===== src/rtl/aud_mix_multi.sv =====
// N-source stereo mixer: per-source gain, time-multiplexed MAC, master attenuation, clamp.
// Optional macro AUD_MIX_RAMP_EN enables click-free per-source gain ramping.
module aud_mix_multi #(
    parameter int NCH = 4,
    parameter int DW  = 16
) (
    input  logic                clk,
    input  logic                reset_n,
    input  logic                sample_ce,
    input  logic [NCH*DW-1:0]   in_l,
    input  logic [NCH*DW-1:0]   in_r,
    input  logic [NCH-1:0]      is_signed,
    input  logic [NCH*8-1:0]    gain,
    input  logic [4:0]          master_att,
    input  logic                ovr_clr,
    output logic [DW-1:0]       out_l,
    output logic [DW-1:0]       out_r,
    output logic                out_valid,
    output logic                busy,
    output logic                overrun,
    output logic                clip
);
    localparam int KW = (NCH > 1) ? $clog2(NCH) : 1;
    localparam int PW = DW + 9;
    localparam int AW = DW + 9 + $clog2(NCH);
    localparam logic signed [AW-1:0] SMAX = {{(AW-DW+1){1'b0}}, {(DW-1){1'b1}}};
    localparam logic signed [AW-1:0] SMIN = {{(AW-DW+1){1'b1}}, {(DW-1){1'b0}}};

    typedef enum logic [2:0] {
        S_IDLE  = 3'd0,
        S_CAP   = 3'd1,
        S_ACC   = 3'd2,
        S_SCALE = 3'd3,
        S_OUT   = 3'd4
    } state_t;

    function automatic logic [7:0] sat_gain(input logic [7:0] g);
        if (g > 8'd128) sat_gain = 8'd128;
        else            sat_gain = g;
    endfunction

    // Offset binary becomes two's complement by flipping the MSB.
    function automatic logic [DW-1:0] to_signed(input logic [DW-1:0] x, input logic s);
        if (s) to_signed = x;
        else   to_signed = {~x[DW-1], x[DW-2:0]};
    endfunction

    function automatic logic is_clamped(input logic signed [AW-1:0] v);
        is_clamped = (v > SMAX) || (v < SMIN);
    endfunction

    function automatic logic [DW-1:0] clamp_f(input logic signed [AW-1:0] v);
        if (v > SMAX)      clamp_f = {1'b0, {(DW-1){1'b1}}};
        else if (v < SMIN) clamp_f = {1'b1, {(DW-1){1'b0}}};
        else               clamp_f = v[DW-1:0];
    endfunction

    state_t                     state_q, state_d;
    logic [KW-1:0]              k_q, k_d;
    logic [NCH-1:0][DW-1:0]     sl_q, sl_d, sr_q, sr_d;
    logic [NCH-1:0][7:0]        g_q, g_d;
    logic signed [AW-1:0]       acc_l_q, acc_l_d, acc_r_q, acc_r_d;
    logic signed [AW-1:0]       r_l_q, r_l_d, r_r_q, r_r_d;
    logic [DW-1:0]              out_l_q, out_l_d, out_r_q, out_r_d;
    logic                       out_valid_q, out_valid_d;
    logic                       busy_q, busy_d;
    logic                       overrun_q, overrun_d;
    logic                       clip_q, clip_d;
    logic signed [DW-1:0]       xl_s, xr_s;
    logic signed [PW-1:0]       gx_s, pl_s, pr_s;
    logic [7:0]                 tgt_s;
`ifdef AUD_MIX_RAMP_EN
    logic [NCH-1:0][7:0]        c_q, c_d;
`endif

    // Next-state, datapath and output computation for the frame sequencer.
    always_comb begin
        state_d     = state_q;
        k_d         = k_q;
        sl_d        = sl_q;
        sr_d        = sr_q;
        g_d         = g_q;
        acc_l_d     = acc_l_q;
        acc_r_d     = acc_r_q;
        r_l_d       = r_l_q;
        r_r_d       = r_r_q;
        out_l_d     = out_l_q;
        out_r_d     = out_r_q;
        out_valid_d = 1'b0;
        clip_d      = clip_q;
        tgt_s       = 8'd0;
`ifdef AUD_MIX_RAMP_EN
        c_d         = c_q;
`endif
        xl_s = sl_q[k_q];
        xr_s = sr_q[k_q];
        gx_s = PW'({1'b0, g_q[k_q]});
        pl_s = PW'(xl_s) * gx_s;
        pr_s = PW'(xr_s) * gx_s;

        case (state_q)
            S_IDLE: begin
                if (sample_ce) state_d = S_CAP;
                else           state_d = S_IDLE;
            end
            S_CAP: begin
                for (int i = 0; i < NCH; i++) begin
                    sl_d[i] = to_signed(in_l[i*DW +: DW], is_signed[i]);
                    sr_d[i] = to_signed(in_r[i*DW +: DW], is_signed[i]);
`ifdef AUD_MIX_RAMP_EN
                    g_d[i]  = c_q[i];
`else
                    g_d[i]  = sat_gain(gain[i*8 +: 8]);
`endif
                end
                acc_l_d = '0;
                acc_r_d = '0;
                k_d     = '0;
                state_d = S_ACC;
            end
            S_ACC: begin
                acc_l_d = acc_l_q + AW'(pl_s);
                acc_r_d = acc_r_q + AW'(pr_s);
                if (k_q == KW'(NCH - 1)) begin
                    state_d = S_SCALE;
                end else begin
                    k_d = k_q + KW'(1);
                end
            end
            S_SCALE: begin
                if (master_att[4]) begin
                    r_l_d = '0;
                    r_r_d = '0;
                end else begin
                    r_l_d = (acc_l_q >>> 4'd7) >>> master_att[3:0];
                    r_r_d = (acc_r_q >>> 4'd7) >>> master_att[3:0];
                end
                state_d = S_OUT;
            end
            S_OUT: begin
                out_l_d     = clamp_f(r_l_q);
                out_r_d     = clamp_f(r_r_q);
                clip_d      = is_clamped(r_l_q) | is_clamped(r_r_q);
                out_valid_d = 1'b1;
`ifdef AUD_MIX_RAMP_EN
                // Each current gain steps one LSB toward its saturated target.
                for (int i = 0; i < NCH; i++) begin
                    tgt_s = sat_gain(gain[i*8 +: 8]);
                    if (c_q[i] < tgt_s)      c_d[i] = c_q[i] + 8'd1;
                    else if (c_q[i] > tgt_s) c_d[i] = c_q[i] - 8'd1;
                    else                     c_d[i] = c_q[i];
                end
`endif
                state_d = S_IDLE;
            end
            default: begin
                state_d = S_IDLE;
            end
        endcase

        busy_d = (state_d != S_IDLE);
        if (sample_ce && (state_q != S_IDLE)) overrun_d = 1'b1;
        else if (ovr_clr)                     overrun_d = 1'b0;
        else                                  overrun_d = overrun_q;
    end

    // State and output registers with asynchronous active-low reset.
    always_ff @(posedge clk or negedge reset_n) begin
        if (!reset_n) begin
            state_q     <= S_IDLE;
            k_q         <= '0;
            sl_q        <= '0;
            sr_q        <= '0;
            g_q         <= '0;
            acc_l_q     <= '0;
            acc_r_q     <= '0;
            r_l_q       <= '0;
            r_r_q       <= '0;
            out_l_q     <= '0;
            out_r_q     <= '0;
            out_valid_q <= 1'b0;
            busy_q      <= 1'b0;
            overrun_q   <= 1'b0;
            clip_q      <= 1'b0;
`ifdef AUD_MIX_RAMP_EN
            c_q         <= '0;
`endif
        end else begin
            state_q     <= state_d;
            k_q         <= k_d;
            sl_q        <= sl_d;
            sr_q        <= sr_d;
            g_q         <= g_d;
            acc_l_q     <= acc_l_d;
            acc_r_q     <= acc_r_d;
            r_l_q       <= r_l_d;
            r_r_q       <= r_r_d;
            out_l_q     <= out_l_d;
            out_r_q     <= out_r_d;
            out_valid_q <= out_valid_d;
            busy_q      <= busy_d;
            overrun_q   <= overrun_d;
            clip_q      <= clip_d;
`ifdef AUD_MIX_RAMP_EN
            c_q         <= c_d;
`endif
        end
    end

    assign out_l     = out_l_q;
    assign out_r     = out_r_q;
    assign out_valid = out_valid_q;
    assign busy      = busy_q;
    assign overrun   = overrun_q;
    assign clip      = clip_q;
endmodule


===== config.mk =====
export PLATFORM = sky130hd
export DESIGN_NAME = aud_mix_multi
export DESIGN_NICKNAME = d
export VERILOG_FILES = /design/src/rtl/aud_mix_multi.sv
export SDC_FILE = /design/constraint.sdc
export NUM_CORES = 1
export LEC_CHECK = 0
export CORE_AREA = 2 2 291 293
export CTS_CLUSTER_DIAMETER = 30
export DETAILED_ROUTE_END_ITERATION = 10
export DIE_AREA = 0 0 293 295
export GPL_ROUTABILITY_DRIVEN = 0
export PLACE_DENSITY_LB_ADDON = 0.2
export SETUP_SLACK_MARGIN = 0.4
export SYNTH_ARGS = -nofsm -noshare
export SYNTH_HDL_FRONTEND = slang
export SYNTH_SLANG_ARGS = --single-unit

===== constraint.sdc =====
create_clock -name clk -period 14.6 [get_ports clk]
set_input_delay 2.92 -clock clk [delete_from_list [all_inputs] [get_ports clk]]
set_output_delay 2.92 -clock clk [all_outputs]
set_load 0.005 [all_outputs]

==> run_results.csv <==
group,metric,value,unit
yosys,synthesis.area,0.0248,mm2
global_route,grt_start_max_net_pins,115,
floorplan,initial_core_util,29.9,%
yosys,synthTopCellsByCount,"nand2_1 (744), inv_1 (372), dfrtp_1 (295), fa_1 (254), o21ai_0 (158)",
clock_tree,cts_root_buffer,"clkbuf_16",
worst_setup_path,crit_family,"adder cells",
global_route,grt_pass1_wl,110000,um
sta,drv_slew,0,
placed_design,port_buffers,208,
yosys,yosysUniqueCellTypes,63,
yosys,yosysSeqAreaShare,29.7,%
final_layout,stdcell_count,4135,
sta,slew_headroom,31.2,%
yosys,yosysTopAreaCellShare,29.7,%
flow_run,max_cap_violations,0,
sta,max_freq,0.137,GHz
placed_design,hpwl,51300,um
yosys,synth_top_cells_by_area,"dfrtp_1 (30%), fa_1 (20%), nand2_1 (11%), ha_1 (6.0%), inv_1 (5.6%)",
clock_tree,htree_num_levels,3,
yosys,synth_top_area_cell,"dfrtp_1",
worst_hold_path,hold_path_class,"flip-flop to flip-flop",
worst_setup_path,r2r_cells,19,
sta,setup_tns,0,ns
detailed_routing,num_vias,18700,
final_layout,multi_input_area,0.0155,mm2
yosys,synthArstFlopShare,100,%
clock_tree,cts_tree,"done",
yosys,synth_fa_ha_area_share,26.5,%
yosys,yosysMostFrequentCell,"nand2_1",
sta,fin_skew,0.0537,ns
sta,post-route-period-util,50.1,%
clock_tree,clockBufferDepth,3,
worst_setup_path,arrival,7.79,ns
detailed_routing,wl_per_cell,16.2,um
floorplan,num_io_pins,209,
detailed_routing,drc,0,
final_layout,final_nets,3541,
detailed_routing,vias_per_cell,4.52,
yosys,syn_nets,3367,
sta,finalHoldViolCount,0,
clock_tree,numClockSinks,295,
worst_setup_path,worstPathRequired,15.07,ns
worst_setup_path,timing.rr.start,"k_q[0]",
worst_setup_path,cp_max_fo,45,
worst_setup_path,r2r_end,"acc_r_q[25]",
floorplan,die-width,293,um
global_route,track_usage,15.9,%
clock_tree,clk_latency,0.65,ns
global_route,grt_pass1_vias,19600,
yosys,synth_compound_area_share,10.1,%
clock_tree,post-cts-setup-buffers,0,
detailed_routing,drt_iter0_drc,1025,
worst_setup_path,path_depth,19,
yosys,syn_inst,2821,
yosys,synth_top_family_by_area,"adder cells",
floorplan,dieArea,0.0864,mm2
yosys,muxShareOfSynthArea,6.59,%
detailed_routing,firstDrtPassIters,7,
final_layout,antenna_cells,0,
detailed_routing,ant_nets,0,
sta,min_period,7.32,ns
placed_design,dp_cells,3992,
sta,setup_viol,0,
sta,rsz0062_at_grt,"false",
worst_setup_path,max_stage_delay,0.81,ns
worst_setup_path,crit_end,"acc_r_q[25]",
yosys,synthSimpleGateAreaFrac,17.2,%
worst_setup_path,cp_slowest_cell,"mux4_2",
yosys,ys_warn_count,0,
final_layout,nFillCells,8518,
global_route,antenna_found_initial,0,
clock_tree,postCtsHoldBufs,0,
floorplan,fp.dieH,295,um
clock_tree,cts_buffers,81,
yosys,synth_seq_cells,295,
yosys,synth_ff_type,"dfrtp_1",
worst_setup_path,cp_cell_sequence,"buf_4 -> mux4_2 -> nand2_1 -> fa_1 -> fa_1 -> inv_1 -> fa_1 -> fa_1 -> inv_1 -> fa_1 -> inv_1 -> ha_1 -> and4_1 -> o31ai_2 -> a21oi_1 -> a311o_1 -> o21bai_1 -> and4b_1 -> or3_1",
worst_setup_path,cp_num_buf_inv,4,
final_layout,drive_gt1_share,7.53,%
yosys,synth_edf_count,0,
yosys,avgSynthCellArea,8.80,um2
clock_tree,post_cts_resized,0,
sta,tightestPinTransition,1.03,ns
floorplan,core-area,0.0832,mm2
worst_setup_path,startpoint_type,"flip-flop",
worst_setup_path,r2r_setup_slack,7.28,ns
worst_setup_path,crit_path_start,"k_q[0]",
clock_tree,clk_pin_slew,0.04,ns
yosys,synth_xor_area_share,2.08,%
final_layout,syn_to_final_growth,23.8,%
worst_setup_path,timing_worst_setup_path_type,"flip-flop to flip-flop",
floorplan,rows,106,
final_layout,area.sequential,0.00739,mm2
detailed_routing,routed_wl,67000,um
global_route,grt-ovfl-total,0,
worst_setup_path,setup.worst_path.end_class,"flip-flop",
worst_setup_path,crit_top_cell,"fa_1",
run_status,status,"finished, final reports clean",
state kept, by name, indices dropped and copies added (netlist names):
register,count
acc_l_q,27
acc_r_q,27
busy,1
clip,1
g_q,32
k_q,2
out_l,16
out_r,16
out_valid,1
overrun,1
r_l_q,20
r_r_q,20
sl_q,64
sr_q,64
state_q,3
worst min-delay path, cell delays in order (launching register included):
cell and delay (ns):
dfrtp_1 0.33, nand2_1 0.05, nand2_1 0.04
kinds of logic (layout without fill, tap and decap cells):
| kind of cell | after synthesis | count (layout) |
|---|---|---|
| fa+ha+maj | 373 | 373 |
| simple gates | 1039 | 1039 |
| flops | 295 | 295 |
| compound gates | 420 | 420 |
| mux | 125 | 125 |
| xor+xnor | 59 | 59 |
| buf+inv | 510 | 744 |
placed cells by master, fill, tap and decap left out, types with 69 or more instances in the layout:
| cell | n |
|---|---|
| ha_1 | 119 |
| dfrtp_1 | 293 |
| nor2_1 | 155 |
| clkbuf_16 | 81 |
| inv_1 | 372 |
| o21ai_0 | 156 |
| fa_1 | 254 |
| nand2_1 | 743 |
| mux2i_1 | 69 |
| a21oi_1 | 92 |
| clkdlybuf4s50_1 | 205 |
routing by layer:
metal	up-vias	track usage, %	part of all wire, %
li1	9362	-	-
met1	8885	23.9	53
met2	376	23.2	41
met3	84	2.98	4.5
met4	0	3.95	2.0
met5	-	0	0
worst min-delay path by stage:
stage	start	end	slack [ns]	cells after the start
detailed placement	g_q[4]	g_q[4]	0.45	2
CTS	g_q[4]	g_q[4]	0.46	2
floorplan	g_q[11]	g_q[11]	0.43	2
global placement	g_q[24]	g_q[24]	0.45	2
global route	g_q[25]	g_q[25]	0.48	2
finish	g_q[4]	g_q[4]	0.46	2
final cells by class:
cell class,instances,share of cell area (%)
inverter,374,4.57
tap,1080,4.39
sequential,295,24.0
clock inverter,36,2.00
clock buffer,107,7.33
multi-input combinational,2016,50.5
timing repair buffer,227,7.22
through the flow:
stage / area (um2) / utilization [%] / worst slack (ns) / hold WS, ns
2_1_floorplan: 24800 / - / 8.46 / 0.433
3_3_place_gp: 27900 / 33.5 / 7.30 / 0.448
3_5_place_dp: 27900 / 33.5 / 7.25 / 0.453
4_1_cts: 30800 / 37.0 / 7.20 / 0.462
5_1_grt: 30800 / 37.0 / 6.81 / 0.480
6_report: 30800 / 37.0 / 7.28 / 0.455
Power is left out: the tool's default activity adds up to more than one toggle a clock period on the data nets, which glitch-free logic cannot reach.
